File: src/rtl/param_seq_det_pkg.sv
// Shared types and sizing helpers for the programmable serial pattern detector.
package param_seq_det_pkg;

    typedef enum logic [1:0] {
        S_IDLE = 2'd0,
        S_FILL = 2'd1,
        S_HUNT = 2'd2,
        S_HIT  = 2'd3
    } state_t;

    function automatic int len_w(input int max_len);
        return $clog2(max_len + 1);
    endfunction

endpackage

File: src/rtl/seq_match_counter.sv
// Saturating match counter; a synchronous clear beats a simultaneous increment.
module seq_match_counter #(
    parameter int CNT_W = 16
) (
    input  logic             clk,
    input  logic             reset,
    input  logic             clr,
    input  logic             inc,
    output logic [CNT_W-1:0] count
);

    always_ff @(posedge clk or posedge reset) begin
        if (reset) begin
            count <= '0;
        end else if (clr) begin
            count <= '0;
        end else if (inc && (count != '1)) begin
            count <= count + CNT_W'(1);
        end
    end

endmodule

File: src/rtl/param_seq_detector.sv
// Runtime-programmable serial pattern detector with a registered (Moore) detect pulse
// and a saturating match counter.
//
// state  | meaning
// S_IDLE | detector disabled, history empty
// S_FILL | collecting bits, fewer than len since the last clear
// S_HUNT | history full enough, last bit did not match
// S_HIT  | last accepted bit completed a match (detected high)
module param_seq_detector
    import param_seq_det_pkg::*;
#(
    parameter int                 MAX_LEN     = 8,
    parameter logic [MAX_LEN-1:0] DEF_PATTERN = 'b0000_1011,
    parameter int                 DEF_LEN     = 4,
    parameter logic               DEF_OVERLAP = 1'b1,
    parameter int                 CNT_W       = 16
) (
    input  logic                         clk,
    input  logic                         reset,
    input  logic                         enable,
    input  logic                         in_valid,
    input  logic                         in_bit,
    input  logic                         cfg_we,
    input  logic [MAX_LEN-1:0]           cfg_pattern,
    input  logic [$clog2(MAX_LEN+1)-1:0] cfg_len,
    input  logic                         cfg_overlap,
    input  logic                         cnt_clr,
    output logic                         detected,
    output logic [CNT_W-1:0]             match_count
);

    localparam int               LEN_W     = len_w(MAX_LEN);
    localparam logic [LEN_W-1:0] MAX_LEN_V = LEN_W'(MAX_LEN);

    state_t             state, state_next;
    logic [MAX_LEN-1:0] pattern_q, hist, hist_next;
    logic [LEN_W-1:0]   len_q, len_clamped, fill, fill_next;
    logic               overlap_q;
    logic               accepted, match;
    logic [MAX_LEN:0]   mask_wide;

    always_comb begin
        len_clamped = cfg_len;
        if (cfg_len == '0) begin
            len_clamped = LEN_W'(1);
        end else if (cfg_len > MAX_LEN_V) begin
            len_clamped = MAX_LEN_V;
        end
    end

    assign accepted  = enable & in_valid & ~cfg_we;
    assign hist_next = {hist[MAX_LEN-2:0], in_bit};
    assign fill_next = (fill >= MAX_LEN_V) ? fill : fill + LEN_W'(1);

    // One extra bit so len == MAX_LEN still yields an all-ones mask.
    assign mask_wide = ((MAX_LEN+1)'(1) << len_q) - (MAX_LEN+1)'(1);
    assign match     = accepted && (fill_next >= len_q) &&
                       (((({1'b0, hist_next}) ^ ({1'b0, pattern_q})) & mask_wide) == '0);

    always_ff @(posedge clk or posedge reset) begin
        if (reset) begin
            pattern_q <= DEF_PATTERN;
            len_q     <= LEN_W'(DEF_LEN);
            overlap_q <= DEF_OVERLAP;
        end else if (cfg_we) begin
            pattern_q <= cfg_pattern;
            len_q     <= len_clamped;
            overlap_q <= cfg_overlap;
        end
    end

    // A non-overlapping match restarts the fill count so the next match needs len fresh bits.
    always_ff @(posedge clk or posedge reset) begin
        if (reset) begin
            state <= S_IDLE;
            hist  <= '0;
            fill  <= '0;
        end else begin
            state <= state_next;
            if (!enable || cfg_we) begin
                hist <= '0;
                fill <= '0;
            end else if (accepted) begin
                hist <= hist_next;
                fill <= (match && !overlap_q) ? '0 : fill_next;
            end
        end
    end

    always_comb begin
        state_next = state;
        if (!enable) begin
            state_next = S_IDLE;
        end else if (cfg_we) begin
            state_next = S_FILL;
        end else if (accepted) begin
            if (match) begin
                state_next = S_HIT;
            end else if (fill_next >= len_q) begin
                state_next = S_HUNT;
            end else begin
                state_next = S_FILL;
            end
        end else begin
            unique case (state)
                S_IDLE:  state_next = S_FILL;
                S_HIT:   state_next = overlap_q ? S_HUNT : S_FILL;
                S_FILL:  state_next = S_FILL;
                S_HUNT:  state_next = S_HUNT;
                default: state_next = S_IDLE;
            endcase
        end
    end

    assign detected = (state == S_HIT);

    seq_match_counter #(.CNT_W(CNT_W)) u_counter (
        .clk   (clk),
        .reset (reset),
        .clr   (cnt_clr),
        .inc   (match),
        .count (match_count)
    );

endmodule
File: config.mk
export PLATFORM = sky130hd
export DESIGN_NAME = param_seq_detector
export DESIGN_NICKNAME = d
export VERILOG_FILES = /design/src/rtl/param_seq_det_pkg.sv /design/src/rtl/seq_match_counter.sv /design/src/rtl/param_seq_detector.sv
export SDC_FILE = /design/constraint.sdc
export NUM_CORES = 1
export LEC_CHECK = 0
export ABC_AREA = 1
export BUFFER_PORTS_ARGS = -buffer_cell sky130_fd_sc_hd__buf_4
export CORE_MARGIN = 2
export CORE_UTILIZATION = 42
export CTS_CLUSTER_DIAMETER = 60
export DETAILED_ROUTE_END_ITERATION = 12
export GPL_TIMING_DRIVEN = 1
export SYNTH_ARGS = -nofsm -noshare
export SYNTH_HDL_FRONTEND = slang
export SYNTH_SLANG_ARGS = --single-unit
File: constraint.sdc
create_clock -name clk -period 3.25 [get_ports clk]
set_input_delay 0.65 -clock clk [delete_from_list [all_inputs] [get_ports clk]]
set_output_delay 0.65 -clock clk [all_outputs]
set_load 0.03 [all_outputs]
---- Yosys cells after proc, flatten, opt, wreduce, memory -nomap -nowiden ----
Index checks and enable logic that the tools add are counted.
storage, ports and cells
  register bits after elaboration ......... 42
  output and inout bits ................... 17
operators by class
  add/subtract/negate cells ............... 3
  magnitude comparators ................... 3
  eq/ne operators ......................... 4
  shift-type cells ........................ 1
  mux-type cells .......................... 17
  bitwise operators ....................... 5
  reductions and logical operators ........ 13
operators by type and width
  operator               count
  $mux 16                2
  $mux 4                 6
  $add 16x1->16 const B  1
  $ne 16x16->1 const B   1
  $mux 7                 2
  $mux 2                 6
  $and 8x9->9            1
  $logic_not 9->1        1
  $shl 1x4->9 const A    1
  $sub 9x2->9 const B    1
  $xor 8x8->8            1
  $pmux 2 s3             1
  $add 4x1->4 const B    1
  $eq 2x2->1 const B     2
  $ge 4x4->1             1
  $ge 4x4->1 const B     1
  $gt 4x4->1 const B     1
  $logic_and 1x1->1      4
  $logic_not 4->1        1
  $reduce_bool 2->1      2
  $and 1x1->1            2
  $eq 2x1->1 const B     1
  $logic_not 1->1        2
  $logic_not 2->1        1
  other kinds (3)        3

---- Depth between registers and ports, before layout ----
Gate-level depths: netlist of the first run.
  word-level depth ........................ 9
  depth in mapped cells ................... 16
  depth with buffers taken out ............ 15

---- Modules after synthesis ----
From an unflattened synthesis of the first run, not the netlist that was laid out.
unflattened totals
  cells, all modules ...................... 359
  area total of the unflattened synthesis .. 2623.8 sq um
modules (own cells, without submodules)
  module              times used  cells each  area each (sq um)  seq. area each (sq um)
  param_seq_detector  1           200         1540.2             656.9
  seq_match_counter   1           159         1083.5             400.4

---- Worst setup path after synthesis of the first run ----
No wires, ideal clock.
  kind .................................... register -> register
  start point ............................. register fill[0]
  end point ............................... register u_counter.count[2]
  setup time .............................. 118 ps
  data arrival time ....................... 2018 ps
  data required time ...................... 3132 ps
  path slack .............................. 1114 ps
  cell stages (with the launch flop) ...... 16
  buffers on the path ..................... 1
  cell sequence ........................... dfrtp_1 -> inv_1 -> ha_1 -> nand2_1 -> o21ai_0 -> ha_1 -> nand2_1 -> nand2_1 -> nand2_1 -> nand3_1 -> nand2_1 -> a21oi_2 -> nand3_4 -> buf_2 -> nand3_1 -> nand2_1
on the way
  cells in the longest elaborated chain, start to end .. 7
  elaborated cells between the ends (all ways) .. 8
ends and longest elaborated chain
  what                                              line                      RTL
  start, declared                                   param_seq_detector.sv:37  logic [LEN_W-1:0] len_q, len_clamped, fill, fill_next;
  start signal, assigned                            param_seq_detector.sv:85  fill <= (match && !overlap_q) ? '0 : fill_next;
  $add 4x1->4 / $ge 4x4->1 (equally long branches)  param_seq_detector.sv:53  assign fill_next = (fill >= MAX_LEN_V) ? fill : fill + LEN_W'(1);
  $mux 4 *                                          param_seq_detector.sv:53
  $ge 4x4->1 *                                      param_seq_detector.sv:57  assign match = accepted && (fill_next >= len_q) &&
  $logic_and 1x1->1 * (2 in a row)                  param_seq_detector.sv:57
  $logic_and 1x1->1 *                               seq_match_counter.sv:17   end else if (inc && (count != '1)) begin
  $reduce_bool 2->1 (no line) *                     --
  end signal, assigned                              seq_match_counter.sv:18   count <= count + CNT_W'(1);
  end, declared                                     seq_match_counter.sv:9    output logic [CNT_W-1:0] count
Every way passes the cells marked *; elsewhere a longest branch is shown, timed or not.
A chain may end at the register's enable or synchronous reset.

---- Worst setup path in the final report of the first run ----
  start point ............................. register fill[0]
  end point ............................... register u_counter.count[4]
Same word-level chain as after synthesis.

==> results by group, run 1 <==
Outcome
  • Outcome: completed

Critical path
  • CP arrival: roughly 2.7 ns
  • CP Max Fanout: 17
  • Crit path capture type: flop
  • CP Class: flop to flop
  • Worst Path Required: 3.48 ns
  • CP Launch Type: flop

Route
  • Initial drt markers: 111
  • Routed vias: around 2.4k
  • Post-route DRC: 0
  • Vias per cell: 5.02
  • Wire per inst: 12.4 um
  • Antenna Violating Nets Remaining: 0
  • Aggregate routed wire length: 5.86 mm
  • Drt first pass iters: 4

Clock network
  • CTS tree: done
  • # hold bufs at CTS: 0
  • CTS-repair resized insts: 0
  • Setup Buffers After CTS: 0
  • Root buf cell: clkbuf_8
  • CTS H-tree lvls: 2
  • Clk_lat worst skew: 0.30 ns
  • Max clock buf depth: 2
  • CTS Sinks: 42
  • Worst-path clk slew: about 0.090 ns
  • CTS buffer count: 5

Yosys
  • Seq cells post-synth: 42
  • Synthesized area per cell: between 7 and 8 um2
  • Sequential area share after synthesis: 40.5%
  • Warnings from Yosys: 0
  • Cell area after synthesis: roughly 2600 um2
  • Synth Instances: 359
  • Post-synth EDFFs: 0
  • Yosys cell types: 31
  • Most common flop cell mapped by yosys: dfrtp_1
  • Synth async-reset ratio: 100%
  • Syn_nets: 387

Final layout
  • Sequential cell area: between 1000 and 1500 um2
  • Diode count: 0
  • Syn-to-layout area delta: 17.3%
  • Fin nets: 425
  • Share of cells above drive strength 1: 17.3%
  • # fillers: around 610
  • Multi-input logic area: 1320 um2

Floorplan
  • Num rows: 28
  • Initial Util: 43.8%
  • Chip width: around 83 um
  • I/O Pins: 37
  • Core region area: 5960 um2
  • Total die area: 6860 um2
  • Die Height: a little over 80 um

Power and ir drop
  • Total power: 1120 uW
  • Clk pwr share: 35.7%
  • Sw Pwr: 303 uW
  • Sequential share of power: 50.1%
  • Power per Cell Area: 366 nW/um2
  • Peak VDD IR: just over 0.2 mV
  • Internal power: 819 uW
  • Sw Ratio: a little over a quarter
  • Leakage: ~0.0015 uW
  • Logic pwr share: 14.2%

Timing
  • Fin crit share: 74.9%
  • Final hold vios: 0
  • Worst Tran Pin Value: 0.883 ns
  • Setup_tns: 0 ns
  • Worst Hold Slack: 0.475 ns
  • Tmin final: 2.43 ns
  • Clock skew: 0.0133 ns
  • RSZ-0062 raised after global routing: false
  • Worst rel slew slack: between 40% and 50%
  • Slew Limit Fails: 0
  • Peak Freq: 411 MHz
  • Final setup viols: 0

Global routing
  • First-pass GRT wire length: 10.4 mm
  • GRT Total Usage: 18.1%
  • Vias in the first global route: 2,202
  • Initial antenna violation count: 0
  • Overflow after GRT: 0
  • Largest net degree at the start of global routing: 25

Placement
  • Routability Congestion: slightly below 0.9
  • Detail Placement HPWL: 4.41 mm
  • I/O Buffers: 36

Run
  • # Max-Cap Violations: 0

Worst hold path
  • Worst min path class: flop to flop
worst paths after layout:
path,slack [ns],startpoint,cells past startpoint,end
min in group asynchronous,0.54,reset,2,u_counter.count[10]$_DFFE_PP0P_
worst max-delay path,0.82,fill[0]$_DFFE_PP0P_,15,u_counter.count[4]$_DFFE_PP0P_
worst min register to register,0.47,overlap_q$_DFFE_PP1P_,2,overlap_q$_DFFE_PP1P_
max in group asynchronous,1.96,reset,3,overlap_q$_DFFE_PP1P_
worst max register to register,0.82,fill[0]$_DFFE_PP0P_,15,u_counter.count[4]$_DFFE_PP0P_
worst min-delay path,0.47,overlap_q$_DFFE_PP1P_,2,overlap_q$_DFFE_PP1P_
power by group through the flow:
stage	Combinational (uW)	Clock (uW)	Sequential, uW
detailed placement	161	0	572
floorplan	113	0	570
global placement	161	0	571
finish	160	401	562
global route	185	436	564
CTS	162	413	562
critical path, stage by stage, from the launching register on:
cell and delay (ns):
dfrtp_1 0.40, inv_1 0.07, ha_1 0.28, nand2_1 0.06, o21ai_0 0.12, ha_1 0.33, nand2_1 0.06, nand2_1 0.05
nand2_1 0.04, nand3_1 0.06, nand2_1 0.09, a21oi_2 0.18, nand3_4 0.23, nand2_4 0.23, nand2_1 0.08, nand2_1 0.07
cell type report:
cell class / count / area share (%)
Multi-Input combinational cell: 259 / 43.2
Sequential cell: 42 / 34.5
Inverter: 51 / 6.33
Tap cell: 75 / 3.06
Timing Repair Buffer: 38 / 9.31
Clock buffer: 8 / 3.59
cells in the final DEF (no fill, tap or decap), types with 3 or more instances in the layout:
cell type	n
nor2_4	4
nor2_1	31
xnor2_1	5
inv_2	4
buf_4	38
nand2_1	110
nand4_1	9
inv_1	45
xor2_1	10
nand2_2	3
clkbuf_8	8
nand3_1	35
a21oi_1	5
o21ai_0	11
nor3_1	8
dfstp_2	5
dfrtp_1	37
ha_1	8
o22ai_1	10
synth_stat cells (3+ instances only):
library cell	count	share of area, %
a21oi_1	5	0.96
clkbuf_1	3	0.43
dfrtp_1	37	35
dfstp_2	5	5.0
ha_1	8	3.8
inv_1	45	6.5
inv_2	4	0.57
nand2_1	110	16
nand2_2	3	0.72
nand3_1	35	6.7
nand4_1	9	2.2
nor2_1	31	4.5
nor2_4	4	1.7
nor3_1	8	1.5
o21ai_0	11	2.1
o22ai_1	10	2.4
xnor2_1	5	1.7
xor2_1	10	3.4
per-stage QoR:
stage	setup WS [ns]	instances	util [%]	area (um2)
finish	0.816	473	51.4	3060
global route	0.498	473	51.4	3060
CTS	0.804	473	51.4	3060
detailed placement	0.845	465	49.6	2950
global placement	0.932	465	49.6	2950
floorplan	1.11	359	-	2610
layer usage:
layer / share of wire, % / wire length (um) / track usage, %
met2: 43 / 2490 / 27.2
met1: 50 / 2950 / 27.0
met5: 0 / 0 / 0
met3: 5.9 / 344 / 3.08
met4: 1.2 / 70 / 4.92
cell families (layout without fill, tap and decap cells):
kind of cell	Yosys count	after routing	synth area share, %
simple gates	207	207	35.5
buf+inv	58	97	8.82
flops	42	42	40.5
compound gates	29	29	6.32
xor+xnor	15	15	5.03
fa+ha+maj	8	8	3.83
registers in the layout (all words and copies together) (netlist names):
| signal | count |
|---|---|
| u_counter.count | 16 |
| fill | 4 |
| hist | 7 |
| pattern_q | 8 |
| state | 2 |
| len_q | 4 |
| overlap_q | 1 |
No activity file was read; power rests on OpenSTA's default activity.
==> run 2, diff against run 1 <==
Clock period 3.25 ns to 2.2 ns, I/O delays scaled along.
==> run 2 against run 1 <==
Utilization increased by 5.2 points. Sequential power increased by 48%. Via count decreased by 0.21%. Critical path type unchanged. Highest routed layer unchanged.
==> results by group, run 2 (synthesis gave the netlist of run 1 again) <==
Floorplan
  • Core region area: 5960 um2 (unchanged)
  • I/O Pins: 37 (unchanged)
  • Total die area: 6860 um2 (unchanged)
  • Die Height: 82.9 um (unchanged)
  • Chip width: 82.9 um (unchanged)
  • Num rows: 28 (unchanged)
  • Initial Util: 43.8% (unchanged)

Global routing
  • Initial antenna violation count: 0 (unchanged)
  • First-pass GRT wire length: 10.7 mm (+3.6%)
  • Grt met1 use: 27.2% (+0.18 points)
  • Overflow after GRT: 0 (unchanged)
  • GRT Total Usage: 18.9% (+0.72 points)
  • Met2 Use GR: 29.1% (+1.9 points)
  • GRT busiest layer: met2
  • Vias in the first global route: 2,347 (+6.6%)
  • Met3 Usage GRT: 3.88% (+0.80 points)
  • Largest net degree at the start of global routing: 43 (+72%)

Timing
  • Fin crit share: 97.0% (+22 points)
  • Worst Tran Pin Value: 0.533 ns (-0.351 ns)
  • Setup_tns: 0 ns (unchanged)
  • Clock skew: 0.00707 ns (-0.00621 ns)
  • Worst rel slew slack: 64.5% (+23 points)
  • Fin worst setup slack: 0.0668 ns (-0.749 ns)
  • Final setup viols: 0 (unchanged)
  • RSZ-0062 raised after global routing: true
  • Peak Freq: 469 MHz (+14%)
  • Tmin final: 2.13 ns (-0.301 ns)
  • Final hold vios: 0 (unchanged)
  • Slew Limit Fails: 0 (unchanged)
  • Worst Hold Slack: 0.277 ns (-0.198 ns)

Critical path
  • Cell family with most CP delay: simple AND/OR/NAND/NOR gates
  • Slowest cell on crit path: dfrtp_1
  • CP arrival: 2.32 ns (-0.34 ns)
  • CP Launch Type: flop
  • Cell breakdown of the critical path: buf_6 -> ha_4 -> nand2_4 -> xor2_4 -> ha_4 -> nand2_2 -> inv_1 -> nand2_1 -> nand3_2 -> nand2_2 -> a21oi_4 -> nand3_4 -> buf_6 -> nand3_2 -> nand2_1
  • Crit path capture type: flop
  • R2R cell count: 15 (unchanged)
  • RR Startpoint: fill[0]$_DFFE_PP0P_
  • CP Max Fanout: 5 (-12)
  • Slowest stage delay, CP: 0.37 ns (-0.03 ns)
  • Worst Path Required: 2.39 ns (-1.09 ns)
  • Crit path buffers/inverters: 3 (+2)
  • FF-to-FF End: u_counter.count[7]$_DFFE_PP0P_
  • CP Class: flop to flop
  • R2R Setup Slk: 0.07 ns (-0.75 ns)

Power and ir drop
  • Power per Cell Area: 511 nW/um2 (+39%)
  • Peak VDD IR: 0.296 mV (+46%)
  • Leakage: 0.00160 uW (+5.2%)

Final layout
  • Top reg by flops: u_counter.count
  • Share of cells above drive strength 1: 27.4% (+10 points)
  • Diode count: 0 (unchanged)
  • Largest register FFs: 16 (unchanged)
  • Fin nets: 437 (+2.8%)
  • # fillers: 592 (-3.4%)
  • Highest-count cells in the layout ignoring fill and taps: nand2_1 (104), buf_4 (45), inv_1 (42), dfrtp_1 (37), nor2_1 (30)
  • Commonest non-fill, non-tap cell in the layout: nand2_1
  • Syn-to-layout area delta: 29.3%
  • Largest regs: u_counter.count (16), pattern_q (8), hist (7)

Clock network
  • CTS buffer count: 5 (unchanged)
  • Max clock buf depth: 2 (unchanged)
  • # hold bufs at CTS: 0 (unchanged)
  • CTS tree: done
  • CTS Sinks: 42 (unchanged)
  • Root buf cell: clkbuf_8
  • Worst-path clk slew: 0.08 ns (about the same)
  • CTS H-tree lvls: 2 (unchanged)
  • Clk_lat worst skew: 0.29 ns (about the same)

Run
  • # Max-Cap Violations: 0 (unchanged)

Placement
  • Detail Placement HPWL: 4.51 mm (+2.1%)
  • I/O Buffers: 36 (unchanged)
  • Routability Congestion: 0.890 (+0.64%)
  • DP Worst Slack: -0.0261 ns (-0.871 ns)

Route
  • Drt first pass iters: 4 (unchanged)
  • Initial drt markers: 92 (-17%)
  • Antenna Violating Nets Remaining: 0 (unchanged)
  • Wire per inst: 13.0 um (+4.7%)
  • Aggregate routed wire length: 6.28 mm (+7.1%)
  • Routed vias: 2,370 (-0.21%)
  • Post-route DRC: 0 (unchanged)
  • Vias per cell: 4.90 (-2.5%)

Outcome
  • Outcome: completed

Worst hold path
  • Worst min path class: input port to asynchronous set/reset pin
run 2: cell count changes in the layout (fill, tap and decap cells not counted), sizes merged:
cell,change
bufinv,+1
clkbuf,-2
buf,+12
run 2: worst max-delay path by stage:
| stage | startpoint | end | slack, ns | cells past startpoint |
|---|---|---|---|---|
| CTS | fill[1]$_DFFE_PP0P_ | u_counter.count[10]$_DFFE_PP0P_ | 0.004 | 15 |
| global placement | fill[0]$_DFFE_PP0P_ | u_counter.count[7]$_DFFE_PP0P_ | 0.05 | 15 |
| floorplan | fill[0]$_DFFE_PP0P_ | u_counter.count[2]$_DFFE_PP0P_ | 0.06 | 15 |
| finish | fill[0]$_DFFE_PP0P_ | u_counter.count[7]$_DFFE_PP0P_ | 0.07 | 15 |
| global route | fill[0]$_DFFE_PP0P_ | u_counter.count[11]$_DFFE_PP0P_ | -0.05 | 15 |
| detailed placement | fill[0]$_DFFE_PP0P_ | u_counter.count[7]$_DFFE_PP0P_ | -0.03 | 15 |
run 2: worst register-to-register path: stages (launching register included):
cell and delay (ns):
dfrtp_1 0.37, buf_6 0.12, ha_4 0.13, nand2_4 0.05, xor2_4 0.16, ha_4 0.28, nand2_2 0.04, inv_1 0.05
nand2_1 0.06, nand3_2 0.06, nand2_2 0.07, a21oi_4 0.15, nand3_4 0.17, buf_6 0.19, nand3_2 0.05, nand2_1 0.07
run 2: power breakdown:
group	switching, uW	internal [uW]	total [uW]	leakage, uW
registers	27.0	804	831	0.000551
clock network	263	363	626	0.0000573
logic	164	103	267	0.000991
total	453	1270	1720	0.00160
run 2: area by class of cell:
type | count | area, um2 | area share (%)
Clock inverter | 1 | 30.0 | 0.890
Inverter | 51 | 194 | 5.74
Sequential cell | 42 | 1060 | 31.3
Timing Repair Buffer | 50 | 394 | 11.7
Multi-Input combinational cell | 259 | 1520 | 45.1
Tap cell | 75 | 93.8 | 2.78
Clock buffer | 6 | 82.6 | 2.45
run 2: layer usage:
layer / wire length [um] / vias to the layer above
li1: - / 1241
met1: 3250 / 1084
met2: 2760 / 38
met3: 181 / 7
met4: 87 / 0
met5: 0 / -
run 2: timing repair:
action | 4_1_cts | 5_1_grt
pin swaps | 7 | 13
resized for setup | 10 | 35
gates cloned | 1 | 0
setup buffers | 0 | 1
setup endpoints to repair | 16 | 21
run 2: per-stage QoR:
step,total power [uW],cells,cell area (um2),utilization [%]
finish,1720,484,3380,56.7
detailed placement,1090,475,3030,50.9
global placement,1090,475,3030,50.9
floorplan,1010,359,2610,-
global route,1820,484,3380,56.7
CTS,1720,483,3190,53.6
==> run 3, diff against run 2 <==
Settings changed: CTS_BUF_LIST from default to sky130_fd_sc_hd__clkbuf_8, CTS_CLUSTER_DIAMETER 60 to default.
Clock period 2.2 ns to 1.8 ns, I/O delays scaled along.
==> run 3 against run 2 <==
The run now ends with setup timing left. Via count is 5.9% higher. Count of clock-buffer cells in the layout is 1 lower. Sequential power is 22% higher. Utilization is 1.4 points higher. Critical endpoint is now u_counter.count[9]$_DFFE_PP0P_.
==> results by group, run 3 (synthesis gave the netlist of run 1 again) <==
Outcome
  • Outcome: finished with violations
  • Failing checks: setup timing

Timing
  • Clock skew: 0.00327 ns (-0.00380 ns)
  • Tmin final: 2.11 ns (-0.0197 ns)
  • Peak Freq: 473 MHz (+0.93%)
  • RSZ-0062 raised after global routing: true
  • Slew Limit Fails: 0 (unchanged)
  • Final hold vios: 0 (unchanged)
  • Fin worst setup slack: -0.314 ns (-0.380 ns)
  • Setup_tns: -6.41 ns (-6.41 ns)
  • Final setup viols: 22 (+22)
  • Worst rel slew slack: 65.0% (+0.49 points)
  • Fin crit share: 117% (+20 points)
  • Worst Tran Pin Value: 0.522 ns (-0.0106 ns)

Critical path
  • Cell family with most CP delay: simple AND/OR/NAND/NOR gates
  • CP Launch Type: flop
  • CP Class: flop to flop
  • R2R Setup Slk: -0.31 ns (-0.38 ns)
  • Cell breakdown of the critical path: inv_2 -> ha_4 -> nand2_2 -> o21ai_2 -> ha_1 -> nand2_1 -> nand2_1 -> nand2_1 -> nand3_2 -> nand2_2 -> a21oi_4 -> nand3_4 -> buf_8 -> nand3_2 -> nand2_1
  • RR Startpoint: fill[0]$_DFFE_PP0P_
  • Worst Path Required: 1.98 ns (-0.41 ns)
  • Crit path buffers/inverters: 2 (-1)
  • FF-to-FF End: u_counter.count[9]$_DFFE_PP0P_
  • Slowest stage delay, CP: 0.41 ns (+0.04 ns)
  • Crit path capture type: flop
  • Top cell by count, worst path: nand2_1
  • Slowest cell on crit path: dfrtp_1
  • CP arrival: 2.29 ns (-0.03 ns)
  • CP Max Fanout: 7 (+2)
  • R2R cell count: 15 (unchanged)

Route
  • Antenna Violating Nets Remaining: 0 (unchanged)
  • Routed vias: 2,509 (+5.9%)
  • Wire per inst: 12.8 um (-1.3%)
  • Post-route DRC: 0 (unchanged)
  • Drt first pass iters: 4 (unchanged)
  • Initial drt markers: 98 (+6.5%)
  • Vias per cell: 5.00 (+2.1%)
  • Aggregate routed wire length: 6.43 mm (+2.4%)

Final layout
  • Fin cells: 502 (+3.7%)
  • Largest register FFs: 16 (unchanged)
  • Finished Core Util: 58.1% (+1.4 points)
  • Share of cells above drive strength 1: 29.3% (+1.9 points)
  • Syn-to-layout area delta: 32.5%
  • Top reg by flops: u_counter.count
  • Commonest non-fill, non-tap cell in the layout: nand2_1
  • Highest-count cells in the layout ignoring fill and taps: nand2_1 (105), buf_4 (64), inv_1 (44), dfrtp_1 (37), nor2_1 (30)
  • Diode count: 0 (unchanged)
  • Fin nets: 454 (+3.9%)
  • Largest regs: u_counter.count (16), pattern_q (8), hist (7)

Floorplan
  • Die Height: 82.9 um (unchanged)
  • Num rows: 28 (unchanged)
  • Total die area: 6860 um2 (unchanged)
  • Chip width: 82.9 um (unchanged)
  • I/O Pins: 37 (unchanged)
  • Core region area: 5960 um2 (unchanged)
  • Initial Util: 43.8% (unchanged)

Placement
  • # placed instances: 493 (+3.8%)
  • Routability Congestion: 0.849 (-4.6%)
  • I/O Buffers: 36 (unchanged)
  • Detail Placement HPWL: 4.76 mm (+5.6%)

Clock network
  • # hold bufs at CTS: 0 (unchanged)
  • Root buf cell: clkbuf_8
  • CTS H-tree lvls: 2 (unchanged)
  • Worst-path clk slew: 0.08 ns (about the same)
  • Max clock buf depth: 2 (unchanged)
  • CTS buffer count: 5 (unchanged)
  • CTS tree: done
  • CTS Sinks: 42 (unchanged)
  • Clk_lat worst skew: 0.29 ns (about the same)

Global routing
  • GRT Total Usage: 19.2% (+0.38 points)
  • Overflow after GRT: 0 (unchanged)
  • Initial antenna violation count: 0 (unchanged)
  • Largest net degree at the start of global routing: 43 (unchanged)
  • Vias in the first global route: 2,375 (+1.2%)
  • First-pass GRT wire length: 11.1 mm (+2.9%)

Power and ir drop
  • Peak VDD IR: 0.468 mV (+58%)
  • Power per Cell Area: 612 nW/um2 (+20%)
  • Leakage: 0.00169 uW (+5.7%)

Worst hold path
  • Worst min path class: input port to asynchronous set/reset pin

Run
  • # Max-Cap Violations: 0 (unchanged)
==> run 3: cell count changes in the layout (fill, tap and decap cells not counted), moves of 2 or more <==
cell,previous run,this run
o21ai_0,10,6
buf_6,5,1
buf_4,45,64
o21ai_1,0,4
inv_1,42,44
ha_4,4,2
==> run 3: power breakdown <==
part	internal [uW]	total [uW]	switching (uW)	leakage, uW
Sequential	983	1010	28.9	0.000551
Clock	404	730	326	0.0000607
Combinational	162	377	215	0.00108
Total	1550	2120	570	0.00169
==> run 3: layer usage <==
metal,up-vias,global-route usage (%),routed length [um]
met5,-,0,0
met4,0,3.87,67
met3,8,3.58,262
met2,56,29.6,2840
met1,1163,28.4,3260
li1,1282,-,-
==> run 3: how the worst max path moves through the flow <==
stage                                   start                         endpoint  slack [ns]  cells past startpoint
final                     fill[0]$_DFFE_PP0P_   u_counter.count[9]$_DFFE_PP0P_       -0.31                     15
after global routing      fill[1]$_DFFE_PP0P_  u_counter.count[15]$_DFFE_PP0P_       -0.44                     15
after CTS                 fill[1]$_DFFE_PP0P_  u_counter.count[11]$_DFFE_PP0P_       -0.31                     14
after detailed placement  fill[1]$_DFFE_PP0P_   u_counter.count[4]$_DFFE_PP0P_       -0.39                     14
after global placement    fill[1]$_DFFE_PP0P_  u_counter.count[15]$_DFFE_PP0P_       -0.32                     14
after floorplan           fill[0]$_DFFE_PP0P_   u_counter.count[3]$_DFFE_PP0P_       -0.26                     16
==> run 3: area by class of cell <==
type                    instances  area (um2)
fillers                       569        2490
multi-input cells             259        1480
flip-flops and latches         42        1060
repair buffers                 67         527
inverters                      51         194
well taps                      75        93.8
clock buffers                   5        68.8
clock inverters                 3        37.5
==> run 3: worst min-delay path, delay by kind of cell <==
kind / cells / cell delay, ns
buffers and inverters: 3 / 0.43
==> run 3: repair_timing <==
| action | CTS | global route |
|---|---|---|
| pin swaps | 4 | 19 |
| setup buffers | 1 | 0 |
| gates cloned | 0 | 0 |
| gates resized for setup | 16 | 19 |
| setup endpoints to repair | 22 | 22 |
| hold endpoints to repair | 0 | 0 |
==> run 3: through the flow <==
| stage | hold slack, ns | total power, uW | cell area (um2) | worst slack [ns] |
|---|---|---|---|---|
| 3_5_place_dp | 0.453 | 1390 | 3180 | -0.387 |
| 6_report | 0.129 | 2120 | 3460 | -0.314 |
| 5_1_grt | 0.146 | 2240 | 3460 | -0.442 |
| 4_1_cts | 0.135 | 2140 | 3380 | -0.310 |
| 3_3_place_gp | 0.449 | 1380 | 3180 | -0.321 |
| 2_1_floorplan | 0.449 | 1230 | 2630 | -0.255 |
